**src/rtl/regfile_port_arbiter.sv**
```systemverilog
// regfile_port_arbiter
//
// Shares the register file's two read ports and one write port between the
// core datapath and a debug access port. The core normally owns the ports.
// A pending debug request takes the ports for exactly one cycle in either
// of two cases: the core is idle, or the debug request has waited
// STARVE_LIMIT contended cycles. While debug owns the ports, the core is
// stalled. The core must re-present its request, which is then served
// unchanged in the following CORE cycle.
//
// Handshake summary:
//   - dbg_req is a level held by the requester until dbg_ack is seen.
//   - dbg_ack pulses in the single cycle the access is performed.
//   - For reads, dbg_rvalid pulses one cycle after dbg_ack, with the
//     registered dbg_rdata.
//   - core_stall tells the core to hold its request and not advance.
//
// arb_state exposes the FSM state: 0 = CORE, 1 = DBG.
module regfile_port_arbiter #(
  parameter int DATA_W       = 32,
  parameter int ADDR_W       = 5,
  parameter int STARVE_LIMIT = 4
) (
  input  logic              clk,
  input  logic              rst,
  // core datapath side
  input  logic              core_valid,
  input  logic [ADDR_W-1:0] core_rs,
  input  logic [ADDR_W-1:0] core_rt,
  input  logic              core_we,
  input  logic [ADDR_W-1:0] core_wa,
  input  logic [DATA_W-1:0] core_wd,
  output logic              core_stall,
  // debug access port
  input  logic              dbg_req,
  input  logic              dbg_we,
  input  logic [ADDR_W-1:0] dbg_addr,
  input  logic [DATA_W-1:0] dbg_wdata,
  output logic              dbg_ack,
  output logic [DATA_W-1:0] dbg_rdata,
  output logic              dbg_rvalid,
  // register file side
  output logic [ADDR_W-1:0] rf_raddr1,
  output logic [ADDR_W-1:0] rf_raddr2,
  output logic              rf_we,
  output logic [ADDR_W-1:0] rf_waddr,
  output logic [DATA_W-1:0] rf_wdata,
  input  logic [DATA_W-1:0] rf_rdata1,
  // FSM state observation
  output logic              arb_state
);

  typedef enum logic {
    ST_CORE = 1'b0,
    ST_DBG  = 1'b1
  } state_t;

  // An 8-bit counter covers the whole legal STARVE_LIMIT range (1..255).
  localparam logic [7:0] LIMIT = 8'(STARVE_LIMIT);

  state_t     state;
  logic [7:0] starve_cnt;
  logic       starved;
  logic       grant;

  // Debug wins when the core leaves the ports free, or after the core has
  // held them for the full starvation window.
  assign starved = (starve_cnt == LIMIT);
  assign grant   = dbg_req & (~core_valid | starved);

  assign arb_state = logic'(state);

  // FSM, starvation counter and registered debug read return.
  always_ff @(posedge clk or negedge rst) begin
    if (!rst) begin
      state      <= ST_CORE;
      starve_cnt <= 8'd0;
      dbg_rdata  <= '0;
      dbg_rvalid <= 1'b0;
    end else begin
      dbg_rvalid <= 1'b0;
      case (state)
        ST_CORE: begin
          if (grant) begin
            state      <= ST_DBG;
            starve_cnt <= 8'd0;
          end else if (!dbg_req) begin
            starve_cnt <= 8'd0;
          end else if (!starved) begin
            // dbg_req with a busy core: count toward the forced grant.
            starve_cnt <= starve_cnt + 8'd1;
          end
        end
        ST_DBG: begin
          // A debug grant lasts one cycle. At least one CORE cycle always
          // follows, so the core cannot be starved by debug in turn.
          state      <= ST_CORE;
          starve_cnt <= 8'd0;
          if (!dbg_we) begin
            dbg_rdata  <= rf_rdata1;
            dbg_rvalid <= 1'b1;
          end
        end
        default: begin
          state      <= ST_CORE;
          starve_cnt <= 8'd0;
        end
      endcase
    end
  end

  // Register file port steering. Writes to register 0 are suppressed for
  // both requesters.
  always_comb begin
    rf_raddr1  = core_rs;
    rf_raddr2  = core_rt;
    rf_waddr   = core_wa;
    rf_wdata   = core_wd;
    rf_we      = core_valid & core_we & (core_wa != '0);
    core_stall = 1'b0;
    dbg_ack    = 1'b0;
    if (state == ST_DBG) begin
      rf_raddr1  = dbg_addr;
      rf_raddr2  = '0;
      rf_waddr   = dbg_addr;
      rf_wdata   = dbg_wdata;
      rf_we      = dbg_we & (dbg_addr != '0);
      core_stall = core_valid;
      dbg_ack    = 1'b1;
    end
  end

  // DBG never lasts more than one cycle.
  a_dbg_single_cycle: assert property (
    @(posedge clk) disable iff (!rst) (state == ST_DBG) |=> (state == ST_CORE)
  );

  // dbg_rvalid is a one-cycle pulse.
  a_rvalid_pulse: assert property (
    @(posedge clk) disable iff (!rst) dbg_rvalid |=> !dbg_rvalid
  );

endmodule

```
**config.mk**
```make
export PLATFORM = sky130hd
export DESIGN_NAME = regfile_port_arbiter
export DESIGN_NICKNAME = d
export VERILOG_FILES = /design/src/rtl/regfile_port_arbiter.sv
export SDC_FILE = /design/constraint.sdc
export NUM_CORES = 1
export LEC_CHECK = 0
export BUFFER_PORTS_ARGS = -buffer_cell sky130_fd_sc_hd__buf_2
export CORE_ASPECT_RATIO = 1.5
export CORE_UTILIZATION = 35
export CTS_BUF_LIST = sky130_fd_sc_hd__clkbuf_8
export DETAILED_ROUTE_END_ITERATION = 8
export GPL_TIMING_DRIVEN = 0
export MAX_ROUTING_LAYER = met4
export PLACE_DENSITY = 0.83
export SETUP_SLACK_MARGIN = 0.15
export SLEW_MARGIN = 20
export SYNTH_ARGS = -nofsm -noshare
export SYNTH_HDL_FRONTEND = slang
export SYNTH_SLANG_ARGS = --single-unit
```
**constraint.sdc**
```tcl
create_clock -name clk -period 1.25 [get_ports clk]
set_input_delay 0.0625 -clock clk [delete_from_list [all_inputs] [get_ports clk]]
set_output_delay 0.0625 -clock clk [all_outputs]
set_load 0.005 [all_outputs]
```
==> summary.txt, run 1 <==
Synth
  – Share of synthesized cell area in and, or, nand and nor gates: 0.0850
  – Share of Yosys cell area claimed by the top area cell type: 0.466
  – Combinational family with the most area after synthesis: multiplexers
  – Sequential-to-total area share from yosys stat: 0.466
  – Mean instance size in the synthesized netlist: 12.0 um^2
  – Post-synth cell types: 31
  – Net count after synthesis: 312
  – Post-Synth XOR/XNOR Area: 0.0117
  – Fraction of the mapped netlist area in compound gates: 0.0572
  – Multiplexer share of the synthesized area: 0.320
  – Netlist Area Pre-Place: 2250 um^2
  – Ys async rst share: 1.00
  – Yosys warns: 0
  – Biggest area contributors in the synthesized netlist: sky130_fd_sc_hd__dfrtp_1, sky130_fd_sc_hd__mux2_2, sky130_fd_sc_hd__mux2_1, sky130_fd_sc_hd__o21ai_0, sky130_fd_sc_hd__inv_1
  – Post-synthesis adder-cell area fraction: 0.0111
  – Dominant cell type by area after synthesis: sky130_fd_sc_hd__dfrtp_1
  – Cells after Synth: 188
  – Flops & latches, synth: 42
  – Count of flip-flops with a built-in enable after synthesis: 0
  – Most used flip-flop cell after synthesis: sky130_fd_sc_hd__dfrtp_1

Floorplanning
  – I/O pin cnt: 206
  – Starting Density: 0.365
  – Core ar.: 6170 um^2
  – Core Rows: 35
  – Die span in y: 100 um
  – Floorplan die area: 6770 um^2
  – Horiz. Die Dim: 67.5 um

Min path
  – Class of the worst hold path: input pin to async pin

Placement
  – Placed cells: 467
  – Placer Congestion: 0.825
  – Total placed instance area: 3440 um^2
  – Port Buffer Count: 205
  – Placed wire-length estimate: 6130 um

Critical path
  – Capturing element type of the critical path: output port
  – Crit-path cells: buf_6 > buf_6 > mux2_2 > buf_2
  – Slowest cell on crit path: sky130_fd_sc_hd__dfrtp_1
  – Data arrival at the endpoint of the critical path: 1.44 ns
  – Longest individual stage delay on the worst path: 0.37 ns
  – Reg2reg setup slack: -0.12 ns
  – Largest fanout of any net on the critical path: 10
  – Origin of the critical flop-to-flop path: arb_state
  – CP Class: flip-flop to output port
  – Cell mode on critical path: sky130_fd_sc_hd__buf_6
  – Logic depth of the worst register-to-register path: 6
  – Kind of start point of the critical path: flip-flop
  – Data required time of the critical path: 1.19 ns
  – R2R Path End: dbg_rdata[30]

Route
  – Number of detailed-routing iterations run before antenna repair: 4
  – Number of vias per cell: 4.76
  – Remaining number of nets flagged by the antenna check after routing: 0
  – Total vias in the final route: 2462
  – DRC violations left: 0
  – Routed length per placed instance: 16.7 um
  – Initial drt markers: 40
  – Post-Route WL: 8610 um

CTS
  – Clock buffer depth: 2
  – Clock sink count: 42
  – H-tree Lvls: 2
  – TritonCTS clock tree: built
  – Clock latency on the worst-skew pair: 0.30 ns
  – Clock root cell: sky130_fd_sc_hd__clkbuf_8
  – Reg clk slew, reported paths: 0.09 ns
  – Inserted Clock Buffers: 5

Global routing
  – Largest net degree at the start of global routing: 43
  – Global-route wire length before repair: 11900 um
  – Total congestion overflow after global routing: 0
  – Number of antenna violations at the first check in global routing: 0
  – Overall fraction of global-route tracks in use: 0.247
  – Vias in the first global route: 2515

Finish
  – Commonest non-fill, non-tap cell in the layout: sky130_fd_sc_hd__buf_2
  – Ant. Diodes: 0
  – Number of nets in the final layout: 566
  – Area occupied by multi-input gates: 1250 um^2
  – Leading cell types in the layout, fill and taps excluded: sky130_fd_sc_hd__buf_2, sky130_fd_sc_hd__dfrtp_1, sky130_fd_sc_hd__mux2_2
  – Summed area of non-filler cells in the final layout: 4160 um^2
  – Final Non-Filler Cells: 517
  – Layout cell share with drive strength beyond 1: 0.704
  – Area delta synth->final: 84.7%
  – Fillers: 455
  – Seq. cell area: 1050 um^2

Timing
  – Clock skew: 0.00866 ns
  – Worst relative slew slack: 0.381
  – Crit share post-route: 1.20
  – Transition at the pin with the smallest max-transition slack: 0.928 ns
  – Final Hold Viols: 42
  – Max Slew Vio Count: 0
  – Setup-failing EPs final: 90
  – Setup slack of the critical path after layout: -0.249 ns
  – Fin crit period: 1.50 ns
  – Final worst hold slack: -0.104 ns
  – Setup repair after global routing missed its margin: yes
  – Highest Clock Rate: 667 MHz

Flow run
  – Number of max-cap violations: 0

Pwr
  – Clock network fraction of total power: 0.225
  – Peak VDD IR: 0.00102 V
  – Static leakage: 2.13 nW
  – Internal Power: 2.79 mW
  – Sequential share of power: 0.437
  – Combinational cell fraction of total power: 0.338
  – Switching Share: 0.289
  – Switching component of the power: 1.13 mW
  – Power density of the placed cells: 941 nW/um^2

Run status
  – Violated checks: negative hold slack, negative setup slack
  – Run status: finished, violations left
[critical path, delay by kind of cell, from the launching register on]
kind                   cells  cell delay, ns
buffers and inverters      3            0.44
multiplexers               1            0.34
flip-flops                 1            0.37
[stage by stage]
stage / TNS, ns / power [mW] / setup slack [ns] / hold WS [ns] / utilization
global route: -18.54 / 4.12 / -0.323 / -0.0309 / 0.674
floorplan: 0 / 2.20 / 0.0114 / -0.233 / -
finish: -12.95 / 3.92 / -0.249 / -0.104 / 0.674
global placement: -6.70 / 2.83 / -0.141 / 0.244 / 0.557
detailed placement: -7.72 / 2.86 / -0.152 / 0.248 / 0.557
CTS: -15.51 / 3.87 / -0.270 / -0.0742 / 0.644
[per-layer routing]
metal	track usage	wire length, um
met5	-	0
met4	0.0507	92
met3	0.133	1210
met2	0.419	4420
met1	0.243	2890
[cell families after synthesis]
logic type / Yosys count
AO/OA/AOI/OAI: 20
multiplexers: 64
flip-flops: 42
buffers and inverters: 24
XOR/XNOR: 3
AND/OR/NAND/NOR: 33
adder cells (fa/ha/maj): 2
[worst max-delay path by stage]
stage / start / end / slack, ns
5_1_grt: arb_state / rf_wdata[5] / -0.32
3_3_place_gp: arb_state / rf_wdata[27] / -0.14
2_1_floorplan: starve_cnt[5] / starve_cnt[0] / 0.01
3_5_place_dp: arb_state / rf_wdata[27] / -0.15
6_report: arb_state / rf_wdata[5] / -0.25
4_1_cts: arb_state / rf_wdata[27] / -0.27
[flip-flops by register name, summed over array words and instances, names as in the netlist]
| signal | flops |
|---|---|
| arb_state | 1 |
| dbg_rdata | 32 |
| dbg_rvalid | 1 |
| starve_cnt | 8 |
[power groups by stage]
| stage | clock [mW] | sequential [mW] | combinational [mW] |
|---|---|---|---|
| 2_1_floorplan | 0 | 1.74 | 0.453 |
| 3_3_place_gp | 0 | 1.72 | 1.11 |
| 3_5_place_dp | 0 | 1.72 | 1.14 |
| 4_1_cts | 0.900 | 1.70 | 1.26 |
| 5_1_grt | 0.945 | 1.74 | 1.43 |
| 6_report | 0.881 | 1.71 | 1.32 |
[synthesized netlist by cell type (all sizes together), types with 2 or more instances]
| cell | count |
|---|---|
| and2 | 2 |
| buf | 8 |
| nor2b | 5 |
| dfrtp | 42 |
| or3 | 4 |
| inv | 14 |
| clkbuf | 2 |
| xor2 | 2 |
| mux2 | 64 |
| ha | 2 |
| o21ai | 14 |
| nor2 | 6 |
| nand2 | 8 |
| a21oi | 3 |
| nand3 | 3 |
[repair_timing]
| action | 4_1_cts | 5_1_grt |
|---|---|---|
| resized for setup | 28 | 37 |
| endpoints found under the setup margin | 90 | 91 |
| cloned | 1 | 0 |
| setup buffers | 10 | 5 |
| hold buffers | 24 | 2 |
| endpoints found under the hold margin | 66 | 44 |
| pin swaps | 8 | 7 |
[layout make-up]
type                    count  share of cell area
repair buffers            247               0.359
multi-input cells         122               0.302
flip-flops and latches     42               0.253
plain buffers              10              0.0298
well taps                  74              0.0222
clock buffers               5              0.0165
inverters                  14              0.0132
clock inverters             3             0.00511
Note: power is estimated with default switching activity, not from simulation.
==> run 2: changes to the inputs <==
--- a/config.mk
+++ b/config.mk
@@ -6,7 +6,6 @@
 export NUM_CORES = 1
 export LEC_CHECK = 0
 export BUFFER_PORTS_ARGS = -buffer_cell sky130_fd_sc_hd__buf_2
-export CORE_ASPECT_RATIO = 1.5
 export CORE_UTILIZATION = 35
 export CTS_BUF_LIST = sky130_fd_sc_hd__clkbuf_8
 export DETAILED_ROUTE_END_ITERATION = 8
==> summary.txt, run 2 (synthesis results as in run 1) <==
Run status
  – Run status: finished, violations left
  – Violated checks: negative setup slack

Min path
  – Hold path cells: 2
  – Class of the worst hold path: input pin to flip-flop

Critical path
  – Data required time of the critical path: 1.19 ns
  – Number of buffers and inverters on the critical path: 3
  – Cell mode on critical path: sky130_fd_sc_hd__buf_6
  – Largest fanout of any net on the critical path: 10
  – CP Class: flip-flop to output port
  – Capturing element type of the critical path: output port
  – Reg2reg setup slack: -0.24 ns
  – Slowest cell on crit path: sky130_fd_sc_hd__dfrtp_1
  – Number of cells on the critical path: 4
  – Kind of cell adding the most delay to the critical path: buffers and inverters
  – Longest individual stage delay on the worst path: 0.38 ns
  – Data arrival at the endpoint of the critical path: 1.44 ns
  – Kind of start point of the critical path: flip-flop
  – Crit-path cells: buf_6 > buf_6 > mux2_2 > buf_2
  – Logic depth of the worst register-to-register path: 7

CTS
  – H-tree Lvls: 2
  – Reg clk slew, reported paths: 0.08 ns
  – TritonCTS clock tree: built
  – Clock sink count: 42
  – Clock latency on the worst-skew pair: 0.28 ns
  – Clock root cell: sky130_fd_sc_hd__clkbuf_8
  – Clock buffer depth: 2
  – Inserted Clock Buffers: 5

Global routing
  – Global-route wire length before repair: 9870 um
  – Overall fraction of global-route tracks in use: 0.198
  – Met3 track demand over resource in global routing: 0.0429
  – Vias in the first global route: 2176
  – Largest net degree at the start of global routing: 43
  – Number of antenna violations at the first check in global routing: 0
  – Routing usage on met1: 0.228
  – Total congestion overflow after global routing: 0
  – Peak-usage layer in the global routing report: met2
  – M2 GR Usage: 0.362

Route
  – Routed length per placed instance: 14.8 um
  – Remaining number of nets flagged by the antenna check after routing: 0
  – Number of vias per cell: 4.57
  – Number of detailed-routing iterations run before antenna repair: 2
  – DRC violations left: 0
  – Initial drt markers: 39
  – Total vias in the final route: 2337
  – Post-Route WL: 7560 um

Placement
  – Port Buffer Count: 205
  – Placer Congestion: 0.776
  – Placed wire-length estimate: 5530 um
  – Total placed instance area: 3440 um^2

Finish
  – Summed area of non-filler cells in the final layout: 4260 um^2
  – Layout cell share with drive strength beyond 1: 0.757
  – Seq. cell area: 1050 um^2
  – Ant. Diodes: 0
  – Number of nets in the final layout: 559
  – Fillers: 440
  – Commonest non-fill, non-tap cell in the layout: sky130_fd_sc_hd__buf_2
  – Leading cell types in the layout, fill and taps excluded: sky130_fd_sc_hd__buf_2, sky130_fd_sc_hd__dfrtp_1, sky130_fd_sc_hd__mux2_2
  – Area delta synth->final: 89.2%
  – Top reg by flops: dbg_rdata
  – Largest registers in the final layout: dbg_rdata: 32 flops, starve_cnt: 8 flops
  – Area occupied by multi-input gates: 1340 um^2
  – Max FFs per register: 32

Timing
  – Highest Clock Rate: 665 MHz
  – Transition at the pin with the smallest max-transition slack: 0.552 ns
  – Final worst hold slack: 0.0126 ns
  – Final Hold Viols: 0
  – Setup-failing EPs final: 90
  – Setup repair after global routing missed its margin: yes
  – Worst relative slew slack: 0.632
  – Setup slack of the critical path after layout: -0.253 ns
  – Clock skew: 0.00584 ns
  – Fin crit period: 1.50 ns
  – Max Slew Vio Count: 0
  – Crit share post-route: 1.20

Floorplanning
  – I/O pin cnt: 206
  – Floorplan die area: 6760 um^2
  – Core Rows: 28
  – Core ar.: 6060 um^2
  – Die span in y: 82.2 um
  – Starting Density: 0.372
  – Horiz. Die Dim: 82.2 um

Pwr
  – Internal Power: 2.91 mW
  – Sequential share of power: 0.430
  – Clock network fraction of total power: 0.220
  – Total power: 3.95 mW
  – Switching component of the power: 1.05 mW
  – Static leakage: 2.22 nW
  – Switching Share: 0.265
  – Power density of the placed cells: 927 nW/um^2
  – Combinational cell fraction of total power: 0.350
  – Peak VDD IR: 0.00101 V

Flow run
  – Number of max-cap violations: 0
## run 2: power by group through the flow
stage / sequential [mW] / combinational (mW) / clock (mW)
6_report: 1.70 / 1.38 / 0.870
4_1_cts: 1.69 / 1.21 / 0.889
2_1_floorplan: 1.74 / 0.453 / 0
3_5_place_dp: 1.72 / 1.11 / 0
3_3_place_gp: 1.71 / 1.08 / 0
5_1_grt: 1.73 / 1.51 / 0.972
## run 2: worst reg2reg max path: cells and delay by family, from the launching register on
kind | cells | cell delay, ns
buf+inv | 5 | 0.57
flops | 1 | 0.38
mux | 1 | 0.31
simple gates | 1 | 0.13
## run 2: routing by layer
layer  vias up  wire, um
met5         -         0
met4         0        14
met3         2       414
met2        94      4140
met1      1090      3000
li1       1151         -
## run 2: path summary, 6_finish.rpt
kind / start / endpoint
setup / recovery: arb_state / rf_wdata[27]
hold / removal: rf_rdata1[15] / dbg_rdata[15]
setup reg to reg: arb_state / dbg_rdata[10]
hold reg to reg: dbg_rdata[10] / dbg_rdata[10]
max in group asynchronous: rst / starve_cnt[3]
min in group asynchronous: rst / dbg_rdata[30]
## run 2: final cells by class
class / instances / area share
Timing Repair Buffer: 240 / 0.348
Multi-Input combinational cell: 122 / 0.313
Sequential cell: 42 / 0.247
Buffer: 10 / 0.0355
Tap cell: 75 / 0.0220
Clock buffer: 6 / 0.0194
Inverter: 14 / 0.0129
Clock inverter: 2 / 0.00205
## run 2: what timing repair did
| action | in CTS | in global routing |
|---|---|---|
| endpoints found under the setup margin | 90 | 134 |
| hold endpoints to repair | 54 | 5 |
| gates resized for setup | 28 | 68 |
| hold buffers | 13 | 5 |
| pin swaps | 7 | 10 |
| gates cloned | 1 | 3 |
| setup buffers | 9 | 4 |
## run 2: stage by stage
stage | util | instances | TNS [ns] | setup slack, ns
after global routing | 0.703 | 511 | -22.30 | -0.312
after floorplan | - | 188 | 0 | 0.0114
final | 0.703 | 511 | -17.16 | -0.253
after CTS | 0.637 | 499 | -15.56 | -0.255
after global placement | 0.568 | 468 | -9.64 | -0.165
after detailed placement | 0.568 | 468 | -11.76 | -0.191
==> run 3: changes to the inputs <==
--- a/config.mk
+++ b/config.mk
@@ -6,12 +6,13 @@
 export NUM_CORES = 1
 export LEC_CHECK = 0
 export BUFFER_PORTS_ARGS = -buffer_cell sky130_fd_sc_hd__buf_2
+export CORE_MARGIN = 10
 export CORE_UTILIZATION = 35
 export CTS_BUF_LIST = sky130_fd_sc_hd__clkbuf_8
 export DETAILED_ROUTE_END_ITERATION = 8
 export GPL_TIMING_DRIVEN = 0
 export MAX_ROUTING_LAYER = met4
-export PLACE_DENSITY = 0.83
+export PLACE_DENSITY = 0.91
 export SETUP_SLACK_MARGIN = 0.15
 export SLEW_MARGIN = 20
 export SYNTH_ARGS = -nofsm -noshare
==> summary.txt, run 3 (synthesis results as in run 1) <==
Critical path
  – Capturing instance or port of the critical path: rf_wdata[7]
  – Data arrival at the endpoint of the critical path: 1.43 ns
  – Capturing element type of the critical path: output port
  – Origin of the critical flop-to-flop path: arb_state
  – CP Class: flip-flop to output port
  – Reg2reg setup slack: -0.20 ns
  – Largest fanout of any net on the critical path: 10
  – R2R Path End: dbg_rdata[9]
  – Worst setup path startpoint: arb_state
  – Kind of start point of the critical path: flip-flop
  – Logic depth of the worst register-to-register path: 6
  – Data required time of the critical path: 1.19 ns

Finish
  – Area delta synth->final: 89.7%
  – Fillers: 442
  – Top reg by flops: dbg_rdata
  – Seq. cell area: 1050 um^2
  – Ant. Diodes: 0
  – Number of nets in the final layout: 563
  – Commonest non-fill, non-tap cell in the layout: sky130_fd_sc_hd__buf_2
  – Largest registers in the final layout: dbg_rdata: 32 flops, starve_cnt: 8 flops
  – Area occupied by multi-input gates: 1340 um^2
  – Layout cell share with drive strength beyond 1: 0.733
  – Leading cell types in the layout, fill and taps excluded: sky130_fd_sc_hd__buf_2, sky130_fd_sc_hd__dfrtp_1, sky130_fd_sc_hd__mux2_2
  – Max FFs per register: 32

CTS
  – Reg clk slew, reported paths: 0.08 ns
  – Clock root cell: sky130_fd_sc_hd__clkbuf_8
  – Clock sink count: 42
  – Clock buffer depth: 2
  – Inserted Clock Buffers: 5
  – TritonCTS clock tree: built
  – H-tree Lvls: 2
  – Clock latency on the worst-skew pair: 0.28 ns

Pwr
  – Switching component of the power: 1.10 mW
  – Combinational cell fraction of total power: 0.359
  – Switching Share: 0.281
  – Total power: 3.92 mW
  – Sequential share of power: 0.436
  – Clock network fraction of total power: 0.206
  – Power density of the placed cells: 916 nW/um^2
  – Internal Power: 2.81 mW
  – Static leakage: 2.21 nW
  – Peak VDD IR: 0.000885 V

Min path
  – Class of the worst hold path: input pin to async pin

Timing
  – Setup repair after global routing missed its margin: yes
  – Final Hold Viols: 42
  – Setup-failing EPs final: 89
  – Highest Clock Rate: 668 MHz
  – Transition at the pin with the smallest max-transition slack: 0.918 ns
  – Crit share post-route: 1.20
  – Clock skew: 0.00368 ns
  – Fin crit period: 1.50 ns
  – Worst relative slew slack: 0.388
  – Final worst hold slack: -0.0922 ns
  – Max Slew Vio Count: 0
  – Setup slack of the critical path after layout: -0.246 ns

Flow run
  – Number of max-cap violations: 0

Placement
  – Port Buffer Count: 205
  – Placed wire-length estimate: 7150 um
  – Placer Congestion: 0.871

Route
  – Remaining number of nets flagged by the antenna check after routing: 0
  – Number of detailed-routing iterations run before antenna repair: 4
  – Routed length per placed instance: 19.8 um
  – Number of vias per cell: 4.81
  – DRC violations left: 0
  – Post-Route WL: 10200 um
  – Total vias in the final route: 2480
  – Initial drt markers: 56

Floorplanning
  – Die span in y: 100 um
  – Core Rows: 29
  – I/O pin cnt: 206
  – Core ar.: 6310 um^2
  – Floorplan die area: 10000 um^2
  – Starting Density: 0.357
  – Horiz. Die Dim: 100 um

Run status
  – Violated checks: negative hold slack, negative setup slack
  – Run status: finished, violations left

Global routing
  – Number of antenna violations at the first check in global routing: 0
  – Largest net degree at the start of global routing: 43
  – Overall fraction of global-route tracks in use: 0.182
  – Vias in the first global route: 2786
  – Total congestion overflow after global routing: 0
  – Global-route wire length before repair: 14500 um
## run 3: cell count changes in the layout (fill, tap and decap cells not counted), sizes merged
cell	before	now
dlygate4sd3	18	21
clkinv	1	0
buf	228	232
clkbuf	10	6
clkinvlp	0	1
## run 3: timing repair
item	in CTS	in global routing
gates resized for setup	50	45
pin swaps	14	4
hold buffers	20	1
hold endpoints to repair	62	43
buffers inserted	14	1
cloned	3	0
setup endpoints to repair	90	92
## run 3: per-layer routing
layer / share of wire / wire (um) / vias to the layer above / GRT usage
met5: 0 / 0 / - / -
met3: 0.069 / 708 / 20 / 0.0549
met2: 0.57 / 5780 / 116 / 0.343
met4: 0.017 / 173 / 0 / 0.0457
met1: 0.35 / 3530 / 1190 / 0.177
li1: - / - / 1154 / -
## run 3: power groups by stage
stage	Sequential [mW]	Clock, mW	Combinational, mW
4_1_cts	1.70	0.837	1.31
3_3_place_gp	1.71	0	1.11
3_5_place_dp	1.73	0	1.14
2_1_floorplan	1.74	0	0.453
6_report	1.71	0.806	1.40
5_1_grt	1.73	0.891	1.51
## run 3: critical path: stages (launching register included)
cell	delay (ns)
sky130_fd_sc_hd__dfrtp_1	0.37
sky130_fd_sc_hd__buf_6	0.15
sky130_fd_sc_hd__buf_8	0.15
sky130_fd_sc_hd__mux2_2	0.35
sky130_fd_sc_hd__buf_2	0.13
## run 3: how the worst min path moves through the flow
stage,start,to,slack [ns],depth (start not counted)
global route,rst,dbg_rdata[9],-0.04,1
floorplan,rst,arb_state,-0.23,0
detailed placement,rst,dbg_rdata[14],0.24,1
CTS,rst,dbg_rdata[19],-0.07,1
finish,rst,dbg_rdata[18],-0.09,1
global placement,rst,dbg_rdata[13],0.23,1
## run 3: through the flow
step | setup TNS (ns) | util | setup slack [ns] | instance area (um^2) | std cells
2_1_floorplan | 0 | - | 0.0114 | 2320 | 188
3_3_place_gp | -10.77 | 0.545 | -0.193 | 3440 | 470
3_5_place_dp | -12.18 | 0.545 | -0.209 | 3440 | 470
4_1_cts | -15.65 | 0.641 | -0.234 | 4050 | 514
5_1_grt | -20.55 | 0.677 | -0.307 | 4270 | 516
6_report | -15.89 | 0.677 | -0.246 | 4270 | 516
## run 3: layout make-up
type	count	area share
timing repair buffer	244	0.351
inverter	14	0.0129
clock inverter	2	0.00263
clock buffer	5	0.0161
tap	77	0.0225
buffer	10	0.0357
sequential	42	0.246
multi-input combinational	122	0.313
